==> config.mk <==
export PLATFORM = sky130hd
export DESIGN_NAME = multicycle_ctrl
export DESIGN_NICKNAME = d
export VERILOG_FILES = /design/src/rtl/multicycle_ctrl.sv
export SDC_FILE = /design/constraint.sdc
export NUM_CORES = 1
export LEC_CHECK = 0
export ABC_AREA = 1
export CAP_MARGIN = 20
export CORE_MARGIN = 2
export CORE_UTILIZATION = 54
export DETAILED_ROUTE_END_ITERATION = 7
export PLACE_DENSITY = 0.89
export SLEW_MARGIN = 20
export SYNTH_ARGS = -nofsm -noshare
export SYNTH_HDL_FRONTEND = slang
export SYNTH_SLANG_ARGS = --single-unit
==> constraint.sdc <==
create_clock -name clk -period 5.4 [get_ports clk]
set_input_delay 1.35 -clock clk [delete_from_list [all_inputs] [get_ports clk]]
set_output_delay 1.35 -clock clk [all_outputs]
set_load 0.005 [all_outputs]
==> src/rtl/multicycle_ctrl.sv <==
// Main control FSM of the multicycle RV32I core: sequences fetch/decode/execute/
// memory/writeback, handshakes the shared memory port and raises traps.
module multicycle_ctrl #(
    parameter int MEM_TIMEOUT = 255,
    parameter int CNT_W       = 32
) (
    input  logic             clk,
    input  logic             reset,
    input  logic [31:0]      inst,
    input  logic             mem_ready,
    input  logic             branch_taken,
    output logic             mem_req,
    output logic             mem_we,
    output logic             addr_sel,
    output logic             ir_we,
    output logic             pc_we,
    output logic             pc_src,
    output logic             rf_we,
    output logic [1:0]       wb_sel,
    output logic             alu_a_sel,
    output logic             alu_b_sel,
    output logic             csr_we,
    output logic             retire,
    output logic [CNT_W-1:0] instret,
    output logic             trap,
    output logic [1:0]       trap_cause
);

    typedef enum logic [2:0] {
        S_FETCH, S_DECODE, S_EXEC, S_MEM, S_WB, S_TRAP
    } state_t;

    typedef enum logic [3:0] {
        C_LUI, C_AUIPC, C_OP, C_OPIMM, C_JAL, C_JALR, C_BRANCH, C_LOAD,
        C_STORE, C_FENCE, C_CSR, C_ECALL, C_EBREAK, C_ILLEGAL
    } cls_t;

    localparam int WCNT_W = (MEM_TIMEOUT < 2) ? 1 : $clog2(MEM_TIMEOUT + 1);
    localparam logic [WCNT_W-1:0] WCNT_LIM =
        (MEM_TIMEOUT == 0) ? '0 : WCNT_W'(MEM_TIMEOUT - 1);

    function automatic cls_t classify(input logic [31:0] i);
        if (i[1:0] != 2'b11) return C_ILLEGAL;
        case (i[6:2])
            5'b01101: return C_LUI;
            5'b00101: return C_AUIPC;
            5'b01100: return C_OP;
            5'b00100: return C_OPIMM;
            5'b11011: return C_JAL;
            5'b11001: return C_JALR;
            5'b11000: return C_BRANCH;
            5'b00000: return C_LOAD;
            5'b01000: return C_STORE;
            5'b00011: return C_FENCE;
            5'b11100: begin
                if (i[14:12] != 3'b000) return C_CSR;
                return i[20] ? C_EBREAK : C_ECALL;
            end
            default:  return C_ILLEGAL;
        endcase
    endfunction

    state_t            state, state_n;
    logic [1:0]        cause, cause_n;
    logic [WCNT_W-1:0] wcnt;
    logic [CNT_W-1:0]  cnt;
    cls_t              cls;
    logic              lim_hit;

    logic       req_c, we_c, addr_c, irwe_c, pcwe_c, pcsrc_c, rfwe_c;
    logic [1:0] wbsel_c;
    logic       asel_c, bsel_c, csrwe_c, ret_c;

    assign cls     = classify(inst);
    // The limit cycle only traps when ready is still low; ready on it completes normally.
    assign lim_hit = (MEM_TIMEOUT != 0) && (wcnt == WCNT_LIM);

    always_comb begin
        state_n = state;
        cause_n = cause;
        req_c   = 1'b0;
        we_c    = 1'b0;
        addr_c  = 1'b0;
        irwe_c  = 1'b0;
        pcwe_c  = 1'b0;
        pcsrc_c = 1'b0;
        rfwe_c  = 1'b0;
        wbsel_c = 2'd0;
        asel_c  = 1'b0;
        bsel_c  = 1'b0;
        csrwe_c = 1'b0;
        ret_c   = 1'b0;

        // ALU operand selects stay stable through EXEC, MEM and WB so the
        // combinational ALU result is valid as address and writeback data.
        if (state == S_EXEC || state == S_MEM || state == S_WB) begin
            asel_c = (cls == C_AUIPC) || (cls == C_JAL);
            bsel_c = (cls == C_LUI) || (cls == C_AUIPC) || (cls == C_OPIMM) ||
                     (cls == C_JAL) || (cls == C_JALR) || (cls == C_LOAD) ||
                     (cls == C_STORE);
        end

        unique case (state)
            S_FETCH: begin
                req_c = 1'b1;
                if (mem_ready) begin
                    irwe_c  = 1'b1;
                    state_n = S_DECODE;
                end else if (lim_hit) begin
                    state_n = S_TRAP;
                    cause_n = 2'd3;
                end
            end
            S_DECODE: begin
                case (cls)
                    C_ILLEGAL: begin state_n = S_TRAP; cause_n = 2'd0; end
                    C_ECALL:   begin state_n = S_TRAP; cause_n = 2'd1; end
                    C_EBREAK:  begin state_n = S_TRAP; cause_n = 2'd2; end
                    default:   state_n = S_EXEC;
                endcase
            end
            S_EXEC: begin
                case (cls)
                    C_BRANCH: begin
                        pcwe_c  = 1'b1;
                        pcsrc_c = branch_taken;
                        ret_c   = 1'b1;
                        state_n = S_FETCH;
                    end
                    C_FENCE: begin
                        pcwe_c  = 1'b1;
                        ret_c   = 1'b1;
                        state_n = S_FETCH;
                    end
                    C_LOAD, C_STORE: state_n = S_MEM;
                    default:         state_n = S_WB;
                endcase
            end
            S_MEM: begin
                req_c  = 1'b1;
                addr_c = 1'b1;
                we_c   = (cls == C_STORE);
                if (mem_ready) begin
                    if (cls == C_STORE) begin
                        pcwe_c  = 1'b1;
                        ret_c   = 1'b1;
                        state_n = S_FETCH;
                    end else begin
                        state_n = S_WB;
                    end
                end else if (lim_hit) begin
                    state_n = S_TRAP;
                    cause_n = 2'd3;
                end
            end
            S_WB: begin
                rfwe_c  = 1'b1;
                pcwe_c  = 1'b1;
                ret_c   = 1'b1;
                state_n = S_FETCH;
                case (cls)
                    C_JAL, C_JALR: begin wbsel_c = 2'd2; pcsrc_c = 1'b1; end
                    C_LOAD:        wbsel_c = 2'd1;
                    C_CSR:         begin wbsel_c = 2'd3; csrwe_c = 1'b1; end
                    default:       wbsel_c = 2'd0;
                endcase
            end
            S_TRAP: state_n = S_TRAP;
            default: state_n = S_FETCH;
        endcase
    end

    always_ff @(posedge clk) begin
        if (reset) begin
            state <= S_FETCH;
            cause <= 2'd0;
            wcnt  <= '0;
            cnt   <= '0;
        end else begin
            state <= state_n;
            cause <= cause_n;
            if (state_n != state)
                wcnt <= '0;
            else if (req_c && !mem_ready)
                wcnt <= wcnt + WCNT_W'(1);
            if (ret_c)
                cnt <= cnt + CNT_W'(1);
        end
    end

    // Everything is forced low while reset is held, including in-flight strobes.
    assign mem_req    = req_c   & ~reset;
    assign mem_we     = we_c    & ~reset;
    assign addr_sel   = addr_c  & ~reset;
    assign ir_we      = irwe_c  & ~reset;
    assign pc_we      = pcwe_c  & ~reset;
    assign pc_src     = pcsrc_c & ~reset;
    assign rf_we      = rfwe_c  & ~reset;
    assign wb_sel     = reset ? 2'd0 : wbsel_c;
    assign alu_a_sel  = asel_c  & ~reset;
    assign alu_b_sel  = bsel_c  & ~reset;
    assign csr_we     = csrwe_c & ~reset;
    assign retire     = ret_c   & ~reset;
    assign instret    = reset ? '0 : cnt;
    assign trap       = (state == S_TRAP) & ~reset;
    assign trap_cause = reset ? 2'd0 : cause;

endmodule

-- Word level (Yosys, flattened, before mapping)
Index checks and enable logic that the tools add are counted.
- register bits after elaboration: 45
- output and inout bits: 48
- input port bits: 36
- logic and storage cells: 117
- reduce and logical (&&, ||, !) cells: 23
- add/subtract/negate cells: 2
- bitwise operators: 12
- mux-type cells: 43
- equality and inequality tests: 33
- operators with widths (kind ; count):
    4-bit one-hot mux with 11 select lines ; 1
    32-bit by 1-bit adder with 32-bit output (second input constant) ; 1
    32-bit 2-to-1 mux ; 1
    4-bit == test (second input constant) ; 6
    5-bit == test (second input constant) ; 4
    1-bit 2-to-1 mux ; 19
    3-bit 2-to-1 mux ; 6
    4-bit by 3-bit == test with 1-bit output (second input constant) ; 4
    4-bit 2-to-1 mux ; 4
    5-bit by 4-bit == test with 1-bit output (second input constant) ; 3
    3-bit one-hot mux with 5 select lines ; 1
    2-bit one-hot mux with 3 select lines ; 2
    1-bit AND ; 11
    5-bit by 3-bit == test with 1-bit output (second input constant) ; 2
    2-bit 2-to-1 mux ; 5
    2-bit OR reduction ; 5
    1-bit logical OR ; 9
    8-bit by 1-bit adder with 8-bit output (second input constant) ; 1
    8-bit == test (second input constant) ; 1
    3-bit by 2-bit == test with 1-bit output (second input constant) ; 2
    3-bit == test (second input constant) ; 2
    3-bit one-hot mux with 2 select lines ; 1
    5-bit by 2-bit == test with 1-bit output (second input constant) ; 1
    5-bit zero test ; 1
    19 further kinds ; 20

-- Logic depth before layout (Yosys ltp)
Gate-level depths: netlist (run 1).
- word-level depth: 16
- mapped depth: 18
- gate-level depth less buffers: 18

-- Worst setup path before layout (run 1)
OpenSTA, ideal clock, no wires.
- path kind: input to output
- start point: in inst[4]
- end point: out retire
- buffers on the path: 2
- data required time: 4.050 ns
- stages on the path: 15
- slack: 1.271 ns
- data arrival time: 2.779 ns
- path through: nor2_1 nand3_2 nand2_2 nor2_4 nand2_4 inv_2 nor2_4 nand2_1 nand2_2 nand2_2 nand3_4 buf_4 nand2_1 inv_1 buf_4
- longest elaborated chain between the ends: 8
- elaborated cells between the ends (all ways): 22
- classes of those cells: eq/ne: 13; mux: 6; bitwise: 1; reduce/logical: 2
- ends and longest elaborated chain (item ; line ; source):
    start, declared ; 9 ; input logic [31:0] inst,
    5-bit == test (tied with other cells) ; 44 ; case (i[6:2])
    4-bit one-hot mux with 11 select lines * ; 44 ;
    4-bit 2-to-1 mux * ; 44 ;
    4-bit == test (tied with other cells) ; 144 ; if (cls == C_STORE) begin
    1-bit 2-to-1 mux / 2-bit OR reduction (equally long branches) ; n/a ;
    1-bit 2-to-1 mux (on tied branches) ; n/a ;
    1-bit one-hot mux with 3 select lines * ; n/a ;
    1-bit AND * ; n/a ;
    end, declared ; 23 ; output logic retire,
Mark *: on every way between the ends. The rest lies on a longest branch, timed or not.

-- Worst setup path in the final report (run 1)
- start point: in inst[3]
- end point: out retire
- longest elaborated chain between the ends: 8
- elaborated cells between the ends (all ways): 22
- classes of those cells: eq/ne: 13; mux: 6; bitwise: 1; reduce/logical: 2
- ends and longest elaborated chain (item ; line ; source):
    5-bit == test (tied with other cells) ; 44 ;
    4-bit one-hot mux with 11 select lines * ; 44 ;
    4-bit 2-to-1 mux * ; 44 ;
    4-bit == test (tied with other cells) ; 144 ;
    1-bit 2-to-1 mux / 2-bit OR reduction (equally long branches) ; n/a ;
    1-bit 2-to-1 mux (on tied branches) ; 143, 123 ;
    1-bit one-hot mux with 3 select lines * ; 103 ; unique case (state)
    1-bit AND * ; 203 ; assign retire = ret_c & ~reset;
Marked as above.

==> metrics.txt, run 1 <==
# TYPE chip_impl_metric gauge
chip_impl_metric{name="num-nets-final",unit=""} 629
chip_impl_metric{name="initial_utilization",unit="%"} 56.02
chip_impl_metric{name="horizontal_die_dimension",unit="microns"} 82.38
chip_impl_info{name="cts_root_buffer",value="sky130_fd_sc_hd__clkbuf_8"} 1
chip_impl_metric{name="synth_adder_area_share",unit="%"} 1.132
chip_impl_info{name="path_common_cell",value="sky130_fd_sc_hd__nand2_2"} 1
chip_impl_metric{name="timing.max_cap.violations",unit=""} 0
chip_impl_metric{name="drtAntennaViolNets",unit=""} 0
chip_impl_metric{name="report.final.setup_viol",unit=""} 0
chip_impl_metric{name="dieHeight",unit="microns"} 82.38
chip_impl_metric{name="detailedPlacementHpwl",unit="microns"} 6252
chip_impl_metric{name="antenna_found_initial",unit=""} 0
chip_impl_metric{name="firstDrtPassIters",unit=""} 6
chip_impl_metric{name="slew-limit-headroom",unit="%"} 67.02
chip_impl_metric{name="cts-htree-levels",unit=""} 2
chip_impl_metric{name="post_synth_num_cell_types",unit=""} 39
chip_impl_metric{name="clkTransAtPathRegs",unit="ns"} 0.08
chip_impl_metric{name="via_count_of_the_first_global_routing_pass",unit=""} 3270
chip_impl_info{name="synth_top_family_by_area",value="simple AND/OR/NAND/NOR gates"} 1
chip_impl_metric{name="groute.layer.met1.usage",unit="%"} 29.71
chip_impl_metric{name="post_synth_instance_area",unit="sq um"} 3317
chip_impl_info{name="yosysTopAreaCell",value="sky130_fd_sc_hd__dfxtp_1"} 1
chip_impl_metric{name="numPlacedInstances",unit=""} 658
chip_impl_info{name="min_path_type",value="reg -> reg"} 1
chip_impl_metric{name="power.switching_fraction",unit="%"} 28.68
chip_impl_metric{name="vias",unit=""} 3587
chip_impl_metric{name="synth_compound_area_share",unit="%"} 10.45
chip_impl_metric{name="cellInternalPower",unit="mW"} 0.5232
chip_impl_metric{name="final_cells",unit=""} 665
chip_impl_info{name="mostFrequentLayoutCell",value="sky130_fd_sc_hd__nand2_1"} 1
chip_impl_metric{name="simple_gate_share_of_the_synthesized_area",unit="%"} 44.93
chip_impl_metric{name="placement_rows",unit=""} 28
chip_impl_metric{name="final.setup_skew",unit="ns"} 0.01397
chip_impl_metric{name="antennaDiodeCount",unit=""} 0
chip_impl_metric{name="cts_resized",unit=""} 0
chip_impl_metric{name="whs",unit="ns"} 0.4619
chip_impl_info{name="outcome",value="finished clean"} 1
chip_impl_metric{name="maximum_number_of_pins_on_one_net_before_global_route_repair",unit=""} 53
chip_impl_metric{name="final-max-slew-violation-count",unit=""} 0
chip_impl_info{name="critPathLaunchType",value="primary input"} 1
chip_impl_metric{name="mappedNetlistNets",unit=""} 570
chip_impl_metric{name="timing.fmax",unit="MHz"} 200.2
chip_impl_metric{name="grt.total_usage",unit="%"} 24.85
chip_impl_metric{name="grt_first_pass_wirelength",unit="microns"} 13550
chip_impl_metric{name="timing.final.hold_violations",unit=""} 0
chip_impl_metric{name="post-cts-setup-buffers",unit=""} 0
chip_impl_metric{name="finalSetupTns",unit="ns"} 0
chip_impl_metric{name="rrSetupSlack",unit="ns"} 3.01
chip_impl_metric{name="clock_insertion_delay_worst_skew",unit="ns"} 0.30
chip_impl_metric{name="cts-hold-fix-buffers",unit=""} 0
chip_impl_metric{name="cts_made_buffers",unit=""} 5
chip_impl_metric{name="fraction_of_met3_tracks_used_by_global_routing",unit="%"} 4.348
chip_impl_info{name="top_usage_layer",value="met2"} 1
chip_impl_metric{name="clkSinkCount",unit=""} 45
chip_impl_metric{name="static-leakage-power",unit="nW"} 1.532
chip_impl_metric{name="number_of_filler_instances_in_the_final_layout",unit=""} 517
chip_impl_metric{name="post-route-period-util",unit="%"} 92.48
chip_impl_metric{name="grt_remaining_overflow",unit=""} 0
chip_impl_metric{name="routedWlPerCell",unit="microns"} 12.20
chip_impl_info{name="cts_tree",value="built"} 1
chip_impl_metric{name="worst-slew-pin-transition",unit="ns"} 0.4947
chip_impl_metric{name="syn_inst",unit=""} 531
chip_impl_metric{name="cp_data_arrival_time",unit="ns"} 3.64
chip_impl_info{name="rsz0062_at_grt",value="false"} 1
chip_impl_metric{name="synth-xor-area-share",unit="%"} 3.169
chip_impl_metric{name="comb_power_share",unit="%"} 18.9
chip_impl_metric{name="drcViolationCount",unit=""} 0
chip_impl_info{name="series_of_cell_instances_along_the_critical_path",value="clkdlybuf4s50_1 > nor2_2 > nand3_1 > inv_1 > nand2_2 > nand2_4 > inv_2 > nor2_4 > nand2_1 > nand2_2 > nand2_2 > nand3_4 > nand2_1 > inv_1 > clkdlybuf4s50_1"} 1
chip_impl_metric{name="initialDrtViolationCount",unit=""} 253
chip_impl_metric{name="share_seq_of_total_power",unit="%"} 47.1
chip_impl_metric{name="p_switching",unit="mW"} 0.2104
chip_impl_metric{name="synth_seq_area_share",unit="%"} 27.16
chip_impl_metric{name="power.share.clock",unit="%"} 34.0
chip_impl_metric{name="placedInstanceArea",unit="sq um"} 3969
chip_impl_metric{name="buffer_ports.inserted",unit=""} 62
chip_impl_metric{name="critical_path.max_stage_delay",unit="ns"} 0.49
chip_impl_metric{name="core-area",unit="sq um"} 5921
chip_impl_metric{name="power_density",unit="nW/um^2"} 180.1
chip_impl_metric{name="synth.ff_latch_count",unit=""} 45
chip_impl_info{name="layout_common_cells",value="sky130_fd_sc_hd__nand2_1 (91), sky130_fd_sc_hd__inv_1 (85), sky130_fd_sc_hd__nor2_1 (85)"} 1
chip_impl_info{name="timing_worst_setup_path_type",value="in -> out"} 1
chip_impl_metric{name="globalRouteMet2Util",unit="%"} 43.79
chip_impl_metric{name="ir_drop",unit="V"} 0.0001246
chip_impl_metric{name="io_pins",unit=""} 84
chip_impl_metric{name="vias_per_cell",unit=""} 5.394
chip_impl_metric{name="die_area",unit="sq um"} 6786
chip_impl_info{name="slowest_cell_on_crit_path",value="sky130_fd_sc_hd__clkdlybuf4s50_1"} 1
chip_impl_info{name="post_synth_main_area_contributors",value="sky130_fd_sc_hd__dfxtp_1 (27%), sky130_fd_sc_hd__nand2_1 (10%), sky130_fd_sc_hd__inv_1 (9.6%), sky130_fd_sc_hd__nor2_1 (9.6%), sky130_fd_sc_hd__nor3_1 (5.3%)"} 1
chip_impl_metric{name="final_area",unit="sq um"} 4073
chip_impl_metric{name="synth.area.mux_share",unit="%"} 0
chip_impl_metric{name="final_period_minus_worst_setup_slack",unit="ns"} 4.994
chip_impl_info{name="worst_setup_path_end_kind",value="primary output"} 1
chip_impl_metric{name="clock_path_buffers",unit=""} 2
chip_impl_metric{name="critical_path_required",unit="ns"} 4.05
chip_impl_metric{name="yosys_warnings",unit=""} 0
chip_impl_metric{name="worstPathMaxFanout",unit=""} 5
chip_impl_metric{name="postSynthAreaPerCell",unit="sq um"} 6.247
chip_impl_metric{name="synth_largest_type_area_fraction",unit="%"} 27.16
chip_impl_metric{name="gp_congestion",unit=""} 0.8886
chip_impl_metric{name="share_of_cells_above_drive_strength_1",unit="%"} 10.34
chip_impl_metric{name="detail_route.wirelength",unit="microns"} 8111
chip_impl_metric{name="syn_to_final_growth",unit="%"} 22.78
[metal layers]
metal / share of wire, % / vias to the layer above
met5: 0 / -
li1: - / 1816
met2: 49 / 137
met4: 1.8 / 0
met3: 5.8 / 18
met1: 43 / 1616
[area by class of cell]
| type | instances | area [sq um] | area share, % |
|---|---|---|---|
| well taps | 75 | 93.84 | 2.304 |
| clock buffers | 5 | 68.82 | 1.690 |
| inverters | 95 | 356.6 | 8.756 |
| multi-input cells | 378 | 1979 | 48.60 |
| flip-flops and latches | 45 | 900.9 | 22.12 |
| clock inverters | 2 | 35.03 | 0.8602 |
| repair buffers | 65 | 638.1 | 15.67 |
[state kept, by name, indices dropped and copies added, names as in the netlist]
name and flops:
cnt 32, wcnt 8, state 3, cause 2
[cells by family (layout without fill, tap and decap cells)]
group,count (synthesis),in the layout
and+or+nand+nor,298,298
buffers and inverters,108,167
AOI/OAI and AO/OA,65,65
DFF,45,45
xor gates and xnor gates,12,12
adders and majority gates,3,3
[worst max-delay path: cells and delay by family]
kind	cells	cell delay, ns
buffers and inverters	5	1.22
and+or+nand+nor	10	1.07
[synth_stat cells (all sizes together)]
cell type / count
clkinv: 1
clkbuf: 5
nand2: 103
o31ai: 1
buf: 8
xor2: 10
nand4: 17
o21ai: 26
nor4: 7
nor2: 98
xnor2: 2
or4: 1
ha: 3
nand3b: 1
nand3: 32
o21a: 1
inv: 94
nor3: 39
dfxtp: 45
a41oi: 1
a21oi: 32
a31oi: 4
[path summary, 6_finish.rpt]
check | startpoint | endpoint | cells past startpoint
hold reg to reg | cause[0]$_SDFFE_PP0P_ | cause[0]$_SDFFE_PP0P_ | 2
setup reg to reg | cnt[0]$_SDFFE_PP0P_ | cnt[24]$_SDFFE_PP0P_ | 12
setup / recovery | inst[3] | retire | 15
hold / removal | cause[0]$_SDFFE_PP0P_ | cause[0]$_SDFFE_PP0P_ | 2
[power groups by stage]
stage	Clock (mW)	Sequential [mW]	Combinational, mW
final	0.250	0.345	0.138
after global routing	0.267	0.346	0.153
after CTS	0.252	0.345	0.137
after detailed placement	0	0.353	0.137
after global placement	0	0.352	0.132
after floorplan	0	0.351	0.0989
[through the flow]
stage          power, mW  util, %  setup slack [ns]
4_1_cts           0.7348    68.79            0.3831
2_1_floorplan     0.4503        -             1.271
3_3_place_gp      0.4844    67.03            0.4802
6_report          0.7336    68.79            0.4062
5_1_grt           0.7670    68.79            0.1254
3_5_place_dp      0.4898    67.03            0.3899
No activity file was read; power rests on OpenSTA's default activity.
==> run 2: changes to the inputs <==
- CELL_PAD_IN_SITES_DETAIL_PLACEMENT: not set -> 1
- CELL_PAD_IN_SITES_GLOBAL_PLACEMENT: not set -> 1
- CORE_UTILIZATION: 54 -> 37
==> metrics.txt, run 2 (synthesis results as in run 1) <==
# TYPE chip_impl_metric gauge
chip_impl_info{name="cts_root_buffer",value="sky130_fd_sc_hd__clkbuf_8"} 1
chip_impl_metric{name="finalSetupTns",unit="ns"} 0
chip_impl_metric{name="cellInternalPower",unit="mW"} 0.5394
chip_impl_metric{name="clock_path_buffers",unit=""} 2
chip_impl_metric{name="cts-htree-levels",unit=""} 2
chip_impl_metric{name="gp_congestion",unit=""} 0.8576
chip_impl_info{name="min_path_type",value="reg -> reg"} 1
chip_impl_metric{name="antennaDiodeCount",unit=""} 0
chip_impl_metric{name="io_pins",unit=""} 84
chip_impl_metric{name="detail_route.wirelength",unit="microns"} 9520
chip_impl_metric{name="detailedPlacementHpwl",unit="microns"} 7640
chip_impl_info{name="layout_common_cells",value="sky130_fd_sc_hd__nand2_1 (91), sky130_fd_sc_hd__inv_1 (85), sky130_fd_sc_hd__nor2_1 (85)"} 1
chip_impl_metric{name="comb_power_share",unit="%"} 18.7
chip_impl_metric{name="report.final.setup_viol",unit=""} 0
chip_impl_info{name="cts_tree",value="built"} 1
chip_impl_metric{name="power.share.clock",unit="%"} 35.5
chip_impl_metric{name="p_switching",unit="mW"} 0.2155
chip_impl_metric{name="worstPathMaxFanout",unit=""} 5
chip_impl_metric{name="final_area",unit="sq um"} 4126
chip_impl_metric{name="share_of_cells_above_drive_strength_1",unit="%"} 10.32
chip_impl_metric{name="finalPower",unit="mW"} 0.7549
chip_impl_metric{name="horizontal_die_dimension",unit="microns"} 98.68
chip_impl_metric{name="power_density",unit="nW/um^2"} 182.9
chip_impl_metric{name="ir_drop",unit="V"} 0.0001015
chip_impl_metric{name="syn_to_final_growth",unit="%"} 24.41
chip_impl_metric{name="via_count_of_the_first_global_routing_pass",unit=""} 3658
chip_impl_metric{name="grt_remaining_overflow",unit=""} 0
chip_impl_metric{name="grt.total_usage",unit="%"} 20.21
chip_impl_info{name="worst_setup_path_end_kind",value="primary output"} 1
chip_impl_metric{name="cts-hold-fix-buffers",unit=""} 0
chip_impl_metric{name="initial_utilization",unit="%"} 38.03
chip_impl_metric{name="buffer_ports.inserted",unit=""} 62
chip_impl_metric{name="vias",unit=""} 3574
chip_impl_metric{name="vias_per_cell",unit=""} 5.113
chip_impl_metric{name="finish.utilization",unit="%"} 47.32
chip_impl_metric{name="final-max-slew-violation-count",unit=""} 0
chip_impl_metric{name="final_period_minus_worst_setup_slack",unit="ns"} 5.002
chip_impl_metric{name="maximum_number_of_pins_on_one_net_before_global_route_repair",unit=""} 36
chip_impl_metric{name="clock_insertion_delay_worst_skew",unit="ns"} 0.30
chip_impl_metric{name="clkSinkCount",unit=""} 45
chip_impl_metric{name="drcViolationCount",unit=""} 0
chip_impl_info{name="rsz0062_at_grt",value="false"} 1
chip_impl_metric{name="clkTransAtPathRegs",unit="ns"} 0.08
chip_impl_metric{name="largest_register_ffs",unit=""} 32
chip_impl_metric{name="antenna_found_initial",unit=""} 0
chip_impl_metric{name="timing.final.hold_violations",unit=""} 0
chip_impl_metric{name="static-leakage-power",unit="nW"} 1.536
chip_impl_metric{name="share_seq_of_total_power",unit="%"} 45.8
chip_impl_metric{name="critical_path_required",unit="ns"} 4.05
chip_impl_metric{name="placedInstanceArea",unit="sq um"} 4010
chip_impl_metric{name="final.setup_skew",unit="ns"} 0.01011
chip_impl_metric{name="routedWlPerCell",unit="microns"} 13.62
chip_impl_metric{name="cts_made_buffers",unit=""} 5
chip_impl_metric{name="die_area",unit="sq um"} 9738
chip_impl_metric{name="grt_first_pass_wirelength",unit="microns"} 16570
chip_impl_info{name="critPathLaunchType",value="primary input"} 1
chip_impl_info{name="outcome",value="finished clean"} 1
chip_impl_metric{name="post-cts-setup-buffers",unit=""} 0
chip_impl_metric{name="placement_rows",unit=""} 34
chip_impl_metric{name="core-area",unit="sq um"} 8721
chip_impl_metric{name="num-nets-final",unit=""} 629
chip_impl_metric{name="cts_resized",unit=""} 0
chip_impl_metric{name="dieHeight",unit="microns"} 98.68
chip_impl_metric{name="number_of_filler_instances_in_the_final_layout",unit=""} 1187
chip_impl_metric{name="firstDrtPassIters",unit=""} 4
chip_impl_metric{name="power.switching_fraction",unit="%"} 28.55
chip_impl_info{name="top_regs",value="cnt: 32 flops, wcnt: 8 flops, state: 3 flops"} 1
chip_impl_metric{name="timing.fmax",unit="MHz"} 199.9
chip_impl_metric{name="timing.max_cap.violations",unit=""} 0
chip_impl_info{name="max_flop_register",value="cnt"} 1
chip_impl_info{name="mostFrequentLayoutCell",value="sky130_fd_sc_hd__nand2_1"} 1
chip_impl_metric{name="cp_data_arrival_time",unit="ns"} 3.65
chip_impl_metric{name="initialDrtViolationCount",unit=""} 78
chip_impl_metric{name="whs",unit="ns"} 0.4626
chip_impl_metric{name="worst-slew-pin-transition",unit="ns"} 0.4949
chip_impl_metric{name="post-route-period-util",unit="%"} 92.64
chip_impl_metric{name="slew-limit-headroom",unit="%"} 66.70
chip_impl_metric{name="drtAntennaViolNets",unit=""} 0
chip_impl_info{name="timing_worst_setup_path_type",value="in -> out"} 1
run 2: cell count changes in the layout (fill, tap and decap cells not counted):
cell                       previous run  this run
sky130_fd_sc_hd__clkbuf_1             0         1
sky130_fd_sc_hd__clkbuf_8             5         6
sky130_fd_sc_hd__clkinv_2             1         0
run 2: path summary, 6_finish.rpt:
| kind | from | endpoint | slack [ns] | cells after the start |
|---|---|---|---|---|
| min | cause[1]$_SDFFE_PP0P_ | cause[1]$_SDFFE_PP0P_ | 0.46 | 2 |
| max reg2reg | cnt[0]$_SDFFE_PP0P_ | cnt[24]$_SDFFE_PP0P_ | 3.04 | 12 |
| max | inst[3] | retire | 0.40 | 13 |
| min reg2reg | cause[1]$_SDFFE_PP0P_ | cause[1]$_SDFFE_PP0P_ | 0.46 | 2 |
run 2: stage by stage:
step | setup WS [ns] | instances
after floorplan | 1.271 | 531
after global placement | 0.4633 | 691
after detailed placement | 0.3562 | 691
after CTS | 0.3578 | 699
after global routing | 0.1457 | 699
final | 0.3977 | 699
run 2: area by class of cell:
cell class | instances | area (sq um) | area share [%]
Multi-Input combinational cell | 378 | 1979 | 47.97
Sequential cell | 45 | 900.9 | 21.83
Timing Repair Buffer | 65 | 638.1 | 15.46
Inverter | 95 | 356.6 | 8.642
Tap cell | 108 | 135.1 | 3.275
Clock buffer | 7 | 86.33 | 2.092
Clock inverter | 1 | 30.03 | 0.7277
run 2: worst max-delay path, cell delays in order:
cell                              delay [ns]
sky130_fd_sc_hd__clkdlybuf4s50_1        0.49
sky130_fd_sc_hd__nor2_2                 0.23
sky130_fd_sc_hd__inv_1                  0.10
sky130_fd_sc_hd__nor3_2                 0.21
sky130_fd_sc_hd__nor2_4                 0.10
sky130_fd_sc_hd__nand2_4                0.11
sky130_fd_sc_hd__nand2_4                0.07
sky130_fd_sc_hd__nor2_4                 0.13
sky130_fd_sc_hd__nand4_2                0.13
sky130_fd_sc_hd__nand3_4                0.11
sky130_fd_sc_hd__nand2_1                0.05
sky130_fd_sc_hd__inv_1                  0.07
sky130_fd_sc_hd__clkdlybuf4s50_1        0.49
run 2: layer usage:
layer	part of all wire (%)	track usage [%]	wire length, microns
met2	53	37.83	5032
met4	1.0	4.215	98
met1	43	24.58	4118
met3	2.8	2.766	271
met5	0	0	0
run 2: power groups by stage:
stage	Combinational [mW]	Sequential [mW]	Clock [mW]
detailed placement	0.142	0.353	0
floorplan	0.0989	0.351	0
global route	0.159	0.347	0.290
finish	0.141	0.345	0.268
CTS	0.143	0.346	0.276
global placement	0.135	0.353	0
